[src/rtl/mash_1n_if.sv]
// Stream handshake bundle for the MASH modulator: sample input channel and
// signed DAC-code output channel, both valid/ready.
interface mash_1n_if #(
  parameter int WIDTH  = 16,
  parameter int DAC_BW = 3
);
  logic [WIDTH-1:0]  s_axis_data_tdata;
  logic              s_axis_data_tvalid;
  logic              s_axis_data_tready;
  logic [DAC_BW-1:0] m_axis_data_tdata;
  logic              m_axis_data_tvalid;
  logic              m_axis_data_tready;

  // Source/sink side: drives samples, consumes DAC codes
  modport master (
    output s_axis_data_tdata,
    output s_axis_data_tvalid,
    input  s_axis_data_tready,
    input  m_axis_data_tdata,
    input  m_axis_data_tvalid,
    output m_axis_data_tready
  );

  // Modulator side
  modport slave (
    input  s_axis_data_tdata,
    input  s_axis_data_tvalid,
    output s_axis_data_tready,
    output m_axis_data_tdata,
    output m_axis_data_tvalid,
    input  m_axis_data_tready
  );
endinterface

[src/rtl/mash_1n.sv]
// MASH 1-1-..-1 sigma-delta modulator: ORDER cascaded first-order accumulators,
// carries recombined through (1-z^-1)^k noise-shaping differentiators into a
// signed DAC code. Optional LFSR dither on the first stage; one-deep output
// register with valid/ready backpressure.
module mash_1n #(
  parameter int          WIDTH     = 16,
  parameter int          ORDER     = 2,
  parameter int          DAC_BW    = 3,
  parameter logic [15:0] LFSR_SEED = 16'hACE1
) (
  input  logic   aclk,
  input  logic   rst,
  input  logic   dither_enable,
  input  logic   soft_clr,
  mash_1n_if.slave bus
);

  if (ORDER < 1 || ORDER > 4 || DAC_BW < ORDER + 1) begin : g_bad_params
    $error("mash_1n: ORDER must be 1..4 and DAC_BW >= ORDER+1");
  end
  if (LFSR_SEED == 16'h0000) begin : g_bad_seed
    $error("mash_1n: LFSR_SEED must be nonzero");
  end

  logic [WIDTH-1:0]  acc_nxt [ORDER];
  logic [ORDER-1:0]  carry;
  logic signed [5:0] part [ORDER+1];
  logic [15:0]       lfsr;
  logic              dith;
  logic              accept;
  logic              stall_clr;
  logic [DAC_BW-1:0] m_tdata_q;
  logic              m_tvalid_q;

  function automatic logic signed [5:0] sx(input logic b);
    return {5'b00000, b};
  endfunction

  assign bus.s_axis_data_tready = !rst && !soft_clr &&
                                  (!m_tvalid_q || bus.m_axis_data_tready);
  assign accept    = bus.s_axis_data_tvalid && bus.s_axis_data_tready;
  assign stall_clr = rst || soft_clr;
  assign dith      = dither_enable & lfsr[0];
  assign part[0]   = '0;

  for (genvar s = 0; s < ORDER; s++) begin : g_stage
    logic [WIDTH-1:0]  acc;
    logic [WIDTH:0]    sum;
    logic signed [5:0] term;

    // Accumulators ripple combinationally: stage s adds the freshly updated
    // value of stage s-1 within the same accepted sample.
    if (s == 0) begin : g_first
      assign sum = {1'b0, acc} + {1'b0, bus.s_axis_data_tdata} + {{WIDTH{1'b0}}, dith};
    end else begin : g_cascade
      assign sum = {1'b0, acc} + {1'b0, acc_nxt[s-1]};
    end
    assign acc_nxt[s] = sum[WIDTH-1:0];
    assign carry[s]   = sum[WIDTH];

    // Accumulator register, wraps modulo 2^WIDTH
    always_ff @(posedge aclk) begin
      if (stall_clr)   acc <= '0;
      else if (accept) acc <= acc_nxt[s];
    end

    // Stage s carry passes through s differentiators; coefficients are the
    // binomial expansion of (1-z^-1)^s over the last s carries.
    if (s == 0) begin : g_d0
      assign term = sx(carry[s]);
    end else if (s == 1) begin : g_d1
      logic h;
      // Carry history, one sample deep
      always_ff @(posedge aclk) begin
        if (stall_clr)   h <= 1'b0;
        else if (accept) h <= carry[s];
      end
      assign term = sx(carry[s]) - sx(h);
    end else if (s == 2) begin : g_d2
      logic [1:0] h;
      // Carry history, two samples deep
      always_ff @(posedge aclk) begin
        if (stall_clr)   h <= '0;
        else if (accept) h <= {h[0], carry[s]};
      end
      assign term = sx(carry[s]) - 6'sd2 * sx(h[0]) + sx(h[1]);
    end else begin : g_d3
      logic [2:0] h;
      // Carry history, three samples deep
      always_ff @(posedge aclk) begin
        if (stall_clr)   h <= '0;
        else if (accept) h <= {h[1:0], carry[s]};
      end
      assign term = sx(carry[s]) - 6'sd3 * sx(h[0]) + 6'sd3 * sx(h[1]) - sx(h[2]);
    end

    assign part[s+1] = part[s] + term;
  end

  // Dither LFSR, x^16+x^14+x^13+x^11+1, steps once per accepted sample
  always_ff @(posedge aclk) begin
    if (rst)         lfsr <= LFSR_SEED;
    else if (accept) lfsr <= {lfsr[0] ^ lfsr[2] ^ lfsr[3] ^ lfsr[5], lfsr[15:1]};
  end

  // Output register: load on accept, drop valid once consumed, hold otherwise
  always_ff @(posedge aclk) begin
    if (rst) begin
      m_tdata_q  <= '0;
      m_tvalid_q <= 1'b0;
    end else if (accept) begin
      m_tdata_q  <= DAC_BW'(part[ORDER]);
      m_tvalid_q <= 1'b1;
    end else if (m_tvalid_q && bus.m_axis_data_tready) begin
      m_tvalid_q <= 1'b0;
    end
  end

  assign bus.m_axis_data_tdata  = m_tdata_q;
  assign bus.m_axis_data_tvalid = m_tvalid_q;

endmodule

[src/flat_wrapper.sv]
// flat-port wrapper written by rule: the top's interface ports become plain ports
module mash_1n_flat 
#(
  parameter int          WIDTH     = 16,
  parameter int          ORDER     = 2,
  parameter int          DAC_BW    = 3,
  parameter logic [15:0] LFSR_SEED = 16'hACE1
)
  (aclk, rst, dither_enable, soft_clr, bus_s_axis_data_tdata, bus_s_axis_data_tvalid, bus_s_axis_data_tready, bus_m_axis_data_tdata, bus_m_axis_data_tvalid, bus_m_axis_data_tready);
  mash_1n_if #(.WIDTH(WIDTH), .DAC_BW(DAC_BW)) bus_i ();
  input  logic aclk;
  input  logic rst;
  input  logic dither_enable;
  input  logic soft_clr;
  input wire logic [$bits(bus_i.s_axis_data_tdata)-1:0] bus_s_axis_data_tdata;
  input wire logic [$bits(bus_i.s_axis_data_tvalid)-1:0] bus_s_axis_data_tvalid;
  output wire logic [$bits(bus_i.s_axis_data_tready)-1:0] bus_s_axis_data_tready;
  output wire logic [$bits(bus_i.m_axis_data_tdata)-1:0] bus_m_axis_data_tdata;
  output wire logic [$bits(bus_i.m_axis_data_tvalid)-1:0] bus_m_axis_data_tvalid;
  input wire logic [$bits(bus_i.m_axis_data_tready)-1:0] bus_m_axis_data_tready;
  assign bus_i.s_axis_data_tdata = bus_s_axis_data_tdata;
  assign bus_i.s_axis_data_tvalid = bus_s_axis_data_tvalid;
  assign bus_s_axis_data_tready = bus_i.s_axis_data_tready;
  assign bus_m_axis_data_tdata = bus_i.m_axis_data_tdata;
  assign bus_m_axis_data_tvalid = bus_i.m_axis_data_tvalid;
  assign bus_i.m_axis_data_tready = bus_m_axis_data_tready;
  mash_1n #(.WIDTH(WIDTH), .ORDER(ORDER), .DAC_BW(DAC_BW), .LFSR_SEED(LFSR_SEED)) u_core (.aclk(aclk), .rst(rst), .dither_enable(dither_enable), .soft_clr(soft_clr), .bus(bus_i));
endmodule
[config.mk]
export PLATFORM = sky130hd
export DESIGN_NAME = mash_1n_flat
export DESIGN_NICKNAME = d
export VERILOG_FILES = /design/src/rtl/mash_1n_if.sv /design/src/rtl/mash_1n.sv /design/src/flat_wrapper.sv
export SDC_FILE = /design/constraint.sdc
export NUM_CORES = 1
export LEC_CHECK = 0
export ABC_AREA = 1
export BUFFER_PORTS_ARGS = -buffer_cell sky130_fd_sc_hd__buf_4
export CAP_MARGIN = 20
export CORE_UTILIZATION = 60
export CTS_CLUSTER_SIZE = 28
export DETAILED_ROUTE_END_ITERATION = 10
export PLACE_DENSITY_LB_ADDON = 0.12
export SYNTH_ARGS = -nofsm -noshare
export SYNTH_HDL_FRONTEND = slang
export SYNTH_SLANG_ARGS = --single-unit
[constraint.sdc]
create_clock -name aclk -period 4.9 [get_ports aclk]
set_clock_uncertainty 0.2 [all_clocks]
set_input_delay 0.245 -clock aclk [delete_from_list [all_inputs] [get_ports aclk]]
set_output_delay 0.245 -clock aclk [all_outputs]
set_load 0.01 [all_outputs]
# Word level (Yosys, flattened, before mapping)
# Index checks and enable logic that the tools add are counted.
# classes
n_mux	2
add_sub_neg	5
n_reduce_logical	10
bitwise_logic	4
# op_table
operator	count
adder 16 x 16 -> 17 bit	2
adder 17 x 1 -> 17 bit	1
logical AND 1 bit	4
adder 2 x 3 -> 3 bit	1
logical NOT 1 bit	3
bitwise XOR 1 bit	3
logical OR 1 bit	2
two-way mux 1 bit	2
nonzero test 2 bit	1
subtractor 1 x 1 -> 2 bit	1
AND 1 bit	1
# word_totals
wordCells	27
inputBits	22
regBits	53

# Longest topological paths before layout
# Gate-level depths: netlist (run 1).
# logic_depth
depth_word	5
mapped_depth	24
mapped_depth_nobuf	24

# Worst setup path before layout (run 1)
# Ideal clock, no wire load.
# synth_timing
path_kind	register to register
from	register u_core.lfsr[0]
to	register u_core.m_tdata_q[1] (netlist: u_core.bus.m_axis_data_tdata[1])
slack_ns	1.077
t_arrival_ns	3.554
path_stages_with_launch	24
setup_ns	0.070
period_less_slack_ns	3.823
path_cell_list	dfxtp_1 nand2_1 fa_1 fa_1 nand3b_1 nand2_1 nand2_1 nand2_1 nand2_1 nand2_1 nand2_1 and2_1 ha_1 inv_1 nor3_1 o21ai_0 nand3_1 inv_1 ha_1 inv_1 ha_1 inv_1 ha_1 a21oi_1
# synth_between
elab_chain_len	5
# synth_rtl
item	line_no	text
start: declaration	mash_1n.sv:28	logic [15:0] lfsr;
start signal: assignment	mash_1n.sv:103	else if (accept) lfsr <= {lfsr[0] ^ lfsr[2] ^ lfsr[3] ^ lfsr[5], lfsr[15:1]};
AND 1 bit	mash_1n.sv:43	assign dith = dither_enable & lfsr[0];
adder 17 x 1 -> 17 bit	mash_1n.sv:54	assign sum = {1'b0, acc} + {1'b0, bus.s_axis_data_tdata} + {{WIDTH{1'b0}}, dith};
via u_core.g_stage[0].sum[14]	mash_1n.sv:48	logic [WIDTH:0] sum;
adder 16 x 16 -> 17 bit	mash_1n.sv:56	assign sum = {1'b0, acc} + {1'b0, acc_nxt[s-1]};
subtractor 1 x 1 -> 2 bit	mash_1n.sv:78	assign term = sx(carry[s]) - sx(h);
adder 2 x 3 -> 3 bit	mash_1n.sv:97	assign part[s+1] = part[s] + term;
end signal: assignment	mash_1n.sv:112	m_tdata_q <= DAC_BW'(part[ORDER]);
end: declaration	mash_1n.sv:32	logic [DAC_BW-1:0] m_tdata_q;
# The timed path passes the listed nets, and every way through them passes these cells.
# A chain may end at the register's enable or synchronous reset.

# Worst setup path after layout (run 1)
# Ends and elaborated chain as after synthesis.

==> summary.md, run 1 <==
| Metric | Value |
|---|---|
| Status | completed |
| Yosys warnings | 0 |
| Nets | 646 |
| Die height | 80.3 um |
| Data arrival, critical path | 4.35 ns |
| Clock buffer count from CTS | 5 |
| CP Launch Type | register |
| Psw | 0.000383 W |
| Vias in the first global route | 3309 |
| R2R Setup Slk | 0.59 ns |
| GPL Wtd Cong | 0.876 |
| Port bufs | 26 |
| Ys async rst share | 0% |
| Fin. Hold Viols | 0 |
| Most frequent cells in the layout | nand2_1, inv_1, nand3_1 |
| Post-layout minimum cycle time | 4.31 ns |
| Post-synthesis sequential area ratio | 28.8% |
| Max FO, Critical Path | 5 |
| Initial Util | 62.2% |
| Final setup margin | 0.592 ns |
| Worst ir drop on vdd | 0.208 mV |
| Final WL | 8020 um |
| Mapped Cells | 568 |
| Total grt overflow | 0 |
| First-pass GRT wire length | 13900 um |
| Finished Layout Cells | 663 |
| Number of iterations in the first detailed-routing pass | 4 |
| Most common library cell in the layout ignoring fill and taps | nand2_1 |
| Dpl cells | 655 |
| Clock Path Buffers | 2 |
| Syn Nets | 627 |
| Hpwl dp | 5990 um |
| Distinct cells, synth | 27 |
| Power share of the sequential group | 43.8% |
| ANT cells | 0 |
| Post-CTS Setup Repair Bufs | 0 |
| Mapped Area | 3680 um^2 |
| Leak | 2.21 nW |
| DR vias | 3477 |
| Share of cells above drive strength 1 | 6.63% |
| CP max stage delay | 0.45 ns |
| Worst Setup End Kind | register |
| CTS tree | done |
| H-tree depth | 2 |
| Combinational power share | 31.5% |
| Number of antenna violations at the first check in global routing | 0 |
| Commonest register cell after synthesis | dfxtp_1 |
| Resized cells post-CTS | 0 |
| Worst slew pin tran | 0.827 ns |
| Internal | 0.000685 W |
| Die Width | 80.3 um |
| Post-route setup TNS | 0 ns |
| Initial drt markers | 163 |
| Crit path cell chain | nand2_1, fa_1, fa_1, nand3b_1, nand2_1, nand4_1, nand3_1, nand2_1, and2_1, ha_1, nand2_1, nor3_1, o21ai_0, nand3_1, inv_1, ha_1, inv_1, ha_1, inv_1, ha_1, a21oi_1 |
| Synth-to-Final Area Change | 8.49% |
| CTS root buf | clkbuf_8 |
| CTS Sinks | 53 |
| # rows | 28 |
| Count of pins over their slew limit | 0 |
| Critical path required time | 4.94 ns |
| I/O Pins | 27 |
| Flop and latch count out of synthesis | 53 |
| Final Hold Slack | 0.0133 ns |
| Drt via density | 5.24 |
| Total track usage | 27.2% |
| Max-slew headroom | 44.7% |
| Worst-Skew Late Latency | 0.31 ns |
| RSZ-0062 raised after global routing | no |
| Achievable frequency | 232 MHz |
| Hold Crit Depth | 2 |
| Core ar. | 5920 um^2 |
| DP Worst Slack | 0.648 ns |
| Post-synth EDFFs | 0 |
| Max_cap viols | 0 |
| Clk slew on worst S/H paths | 0.10 ns |
| Post-DRT Antenna Nets | 0 |
| Die ar. | 6450 um^2 |
| Clock network power share | 24.7% |
| Avg Cell Area, Syn | 6.48 um^2 |
| CP max stage cell | fa_1 |
| Critical path type | register to register |
| R2R cell count | 21 |
| # DRC | 0 |
| Sw frac | 35.9% |
| Largest net degree at the start of global routing | 64 |
| Crit share post-route | 87.9% |
| Worst hold path class | input pin to register |
| PwrDens | 267 nW/um^2 |
| Wire length per cell | 12.1 um |
| Hold Buf Count CTS | 0 |
| Setup violations, final | 0 |
-- layout make-up --
| cell class | instances | area, um^2 |
|---|---|---|
| inverters | 73 | 274 |
| fillers | 553 | 1930 |
| clock inverters | 3 | 25.0 |
| clock buffers | 5 | 68.8 |
| multi-input cells | 428 | 2280 |
| repair buffers | 26 | 195 |
| flip-flops and latches | 53 | 1060 |
| well taps | 75 | 93.8 |
-- layer usage --
metal,track usage (%),part of all wire [%]
met4,6.61,1.7
met2,48.8,47
met3,4.09,3.7
met5,0,0
met1,33.8,47
-- registers in the layout, indices dropped and copies added, names as in the netlist --
register,flops
u_core.bus.m_axis_data_tdata,3
u_core.bus.m_axis_data_tvalid,1
u_core.g_stage.acc,32
u_core.g_stage.g_d1.h,1
u_core.lfsr,16
-- cells in the mapped netlist, drive strengths merged, types with 5 or more instances --
cell,n,area [um^2]
nand3b,5,37.5
xnor2,8,70.1
xor2,7,61.3
nand3,65,325
and2,9,58.8
nor3,8,40.0
nor2,13,56.3
a21oi,41,205
o21ai,14,70.1
nand2,212,803
o21bai,5,37.5
buf,11,58.8
inv,73,274
dfxtp,53,1060
ha,34,425
-- cells by family after synthesis --
family	after synthesis	synth area share [%]
AOI/OAI and AO/OA	61	8.70
xor gates and xnor gates	15	3.57
adders and majority gates	37	13.2
buffers and inverters	87	9.34
DFF	53	28.8
and+or+nand+nor	315	36.4
-- critical path: cells and delay by family, from the launching register on --
kind,cells,cell delay [ns]
fa+ha+maj,6,1.89
buf+inv,3,0.15
flops,1,0.38
simple gates,10,1.36
compound gates,2,0.26
-- worst paths after layout --
kind / from / endpoint
worst max-delay path: u_core.lfsr[0] / u_core.bus.m_axis_data_tdata[1]
worst max register to register: u_core.lfsr[0] / u_core.bus.m_axis_data_tdata[1]
worst min register to register: u_core.lfsr[7] / u_core.lfsr[6]
worst min-delay path: rst / u_core.bus.m_axis_data_tdata[2]
-- power groups by stage --
stage / sequential [W] / clock (W) / combinational (W)
after detailed placement: 0.000478 / 0 / 0.000332
after global placement: 0.000477 / 0 / 0.000322
final: 0.000468 / 0.000264 / 0.000336
after global routing: 0.000471 / 0.000286 / 0.000387
after floorplan: 0.000475 / 0 / 0.000256
after CTS: 0.000468 / 0.000273 / 0.000334
-- per-stage QoR --
step	power (W)	utilization (%)	cell area, um^2
after floorplan	0.000731	-	3680
after global placement	0.000798	65.9	3900
after detailed placement	0.000810	65.9	3900
after CTS	0.00107	67.5	4000
after global routing	0.00114	67.5	4000
final	0.00107	67.5	4000
(Power assumes the default switching activity.)
==> inputs of run 2 (changes only) <==
--- a/config.mk
+++ b/config.mk
@@ -9,6 +9,7 @@
 export BUFFER_PORTS_ARGS = -buffer_cell sky130_fd_sc_hd__buf_4
 export CAP_MARGIN = 20
 export CORE_UTILIZATION = 60
+export CTS_BUF_LIST = sky130_fd_sc_hd__clkbuf_16
 export CTS_CLUSTER_SIZE = 28
 export DETAILED_ROUTE_END_ITERATION = 10
 export PLACE_DENSITY_LB_ADDON = 0.12
==> run 2 against run 1 <==
- clock power is 38% higher
- critical path depth is 2 higher
- final cell count stayed put
- non-clock buffer count stayed put
- largest power group unchanged
- sequential power hardly changed
- power is 9.6% higher
- clock-buffer cell count stayed put
- highest routed layer unchanged
==> summary.md, run 2 (synthesis results as in run 1) <==
| Metric | Value |
|---|---|
| Clk slew on worst S/H paths | 0.07 ns |
| Port bufs | 26 |
| Met2 WL | 3910 um |
| Worst hold path class | input pin to register |
| Routed met3 length | 250 um |
| Worst R2R Start | u_core.lfsr[0] |
| Clock Path Buffers | 2 |
| Final setup margin | 0.596 ns |
| DP Worst Slack | 0.648 ns |
| WP depth | 23 |
| CP max stage cell | fa_1 |
| Critical path required time | 4.92 ns |
| Worst Setup End Kind | register |
| Initial drt markers | 150 |
| Most frequent cells in the layout | nand2_1, inv_1, nand3_1 |
| Hold Crit Depth | 4 |
| Drt via density | 5.31 |
| HP Start | bus_m_axis_data_tready |
| Final WL | 8200 um |
| Clock buffer count from CTS | 5 |
| ANT cells | 0 |
| I/O Pins | 27 |
| Count of pins over their slew limit | 0 |
| R2R Setup Slk | 0.60 ns |
| Max_cap viols | 0 |
| First-pass GRT wire length | 14000 um |
| Die ar. | 6450 um^2 |
| Post-CTS Setup Repair Bufs | 0 |
| CTS root buf | clkbuf_16 |
| Critical path type | register to register |
| Largest register FFs | 32 |
| Largest reg by FF count | u_core.g_stage.acc |
| CTS Sinks | 53 |
| Finished Layout Cells | 663 |
| Metal-1 WL | 3870 um |
| DR vias | 3520 |
| Worst path bufs/invs | 3 |
| Status | completed |
| CTS tree | done |
| Setup violations, final | 0 |
| CP max stage delay | 0.45 ns |
| Max-slew headroom | 43.3% |
| Total grt overflow | 0 |
| Die height | 80.3 um |
| Most used cell, CP | nand2_1 |
| Post-DRT Antenna Nets | 0 |
| Leak | 2.24 nW |
| PwrDens | 289 nW/um^2 |
| Vias in the first global route | 3306 |
| Worst slew pin tran | 0.848 ns |
| R2R cell count | 23 |
| Achievable frequency | 232 MHz |
| Core ar. | 5920 um^2 |
| Dpl cells | 655 |
| RSZ-0062 raised after global routing | no |
| CP delay by family, top | adder cells |
| Most common library cell in the layout ignoring fill and taps | nand2_1 |
| Data arrival, critical path | 4.32 ns |
| Resized cells post-CTS | 0 |
| Largest net degree at the start of global routing | 64 |
| Post-layout minimum cycle time | 4.30 ns |
| Max FO, Critical Path | 5 |
| Crit path cell chain | nand2_1, fa_1, fa_1, nand3b_1, nand2_1, nand2_1, nand2_1, nand2_1, nand2_1, nand2_1, and2_1, ha_1, nand2_1, nor2_1, nand3_1, nand3_1, inv_1, ha_1, inv_1, ha_1, inv_1, ha_1, a21oi_1 |
| Fillers | 547 |
| Crit share post-route | 87.8% |
| Die Width | 80.3 um |
| # DRC | 0 |
| Number of antenna violations at the first check in global routing | 0 |
| Hpwl dp | 5990 um |
| Worst Hold Path EP | u_core.bus.m_axis_data_tvalid |
| Worst ir drop on vdd | 0.225 mV |
| RR Endpoint | u_core.bus.m_axis_data_tdata[1] |
| Worst-Skew Late Latency | 0.29 ns |
| Share of cells above drive strength 1 | 6.63% |
| Number of iterations in the first detailed-routing pass | 4 |
| Synth-to-Final Area Change | 10.0% |
| Final Hold Slack | 0.0381 ns |
| Nets | 646 |
| CP Launch Type | register |
| Total track usage | 27.5% |
| Top layer in use | met4 |
| H-tree depth | 2 |
| # rows | 28 |
| Wire length per cell | 12.4 um |
| Hold Buf Count CTS | 0 |
| GPL Wtd Cong | 0.876 |
| Post-route setup TNS | 0 ns |
| Initial Util | 62.2% |
| Fin. Hold Viols | 0 |
run 2: cell types whose count changed in the layout (fill, tap and decap cells not counted):
cell / change
clkbuf_16: +5
clkbuf_8: -5
run 2: cell type report:
cell class / instances / area (um^2) / area share, %
multi-input cells: 428 / 2280 / 56.2
clock buffers: 5 / 125 / 3.09
flip-flops and latches: 53 / 1060 / 26.2
repair buffers: 26 / 195 / 4.82
clock inverters: 3 / 25.0 / 0.618
well taps: 75 / 93.8 / 2.32
inverters: 73 / 274 / 6.76
run 2: through the flow:
step / utilization, % / power, W / instance area [um^2]
4_1_cts: 68.4 / 0.00117 / 4050
5_1_grt: 68.4 / 0.00125 / 4050
2_1_floorplan: - / 0.000731 / 3680
3_5_place_dp: 65.9 / 0.000810 / 3900
6_report: 68.4 / 0.00117 / 4050
3_3_place_gp: 65.9 / 0.000798 / 3900
run 2: worst max path at each step:
stage	slack [ns]	to	startpoint
final	0.60	u_core.bus.m_axis_data_tdata[1]	u_core.lfsr[0]
after global routing	0.18	u_core.bus.m_axis_data_tdata[1]	u_core.lfsr[0]
after CTS	0.62	u_core.bus.m_axis_data_tdata[1]	u_core.lfsr[0]
after detailed placement	0.65	u_core.bus.m_axis_data_tdata[1]	u_core.lfsr[0]
after global placement	0.79	u_core.bus.m_axis_data_tdata[1]	bus_s_axis_data_tdata[0]
after floorplan	1.08	u_core.bus.m_axis_data_tdata[1]	u_core.lfsr[0]
run 2: power by group:
group	switching (W)	leakage, nW	internal, W	total, W
Sequential	0.0000138	0.433	0.000454	0.000468
Combinational	0.000212	1.73	0.000126	0.000338
Clock	0.000172	0.0708	0.000194	0.000365
Total	0.000397	2.24	0.000774	0.00117
run 2: worst reg2reg max path, stage by stage, from the launching register on:
cell	delay [ns]
dfxtp_1	0.37
nand2_1	0.09
fa_1	0.45
fa_1	0.44
nand3b_1	0.17
nand2_1	0.15
nand2_1	0.07
nand2_1	0.11
nand2_1	0.10
nand2_1	0.06
nand2_1	0.06
and2_1	0.15
ha_1	0.36
nand2_1	0.13
nor2_1	0.18
nand3_1	0.10
nand3_1	0.12
inv_1	0.05
ha_1	0.26
inv_1	0.06
ha_1	0.13
inv_1	0.04
ha_1	0.26
a21oi_1	0.13
run 2: routing by layer:
layer	up-vias	global-route usage [%]
met5	-	0
met1	1583	33.6
met3	18	4.43
met4	0	6.43
met2	67	49.8
li1	1852	-
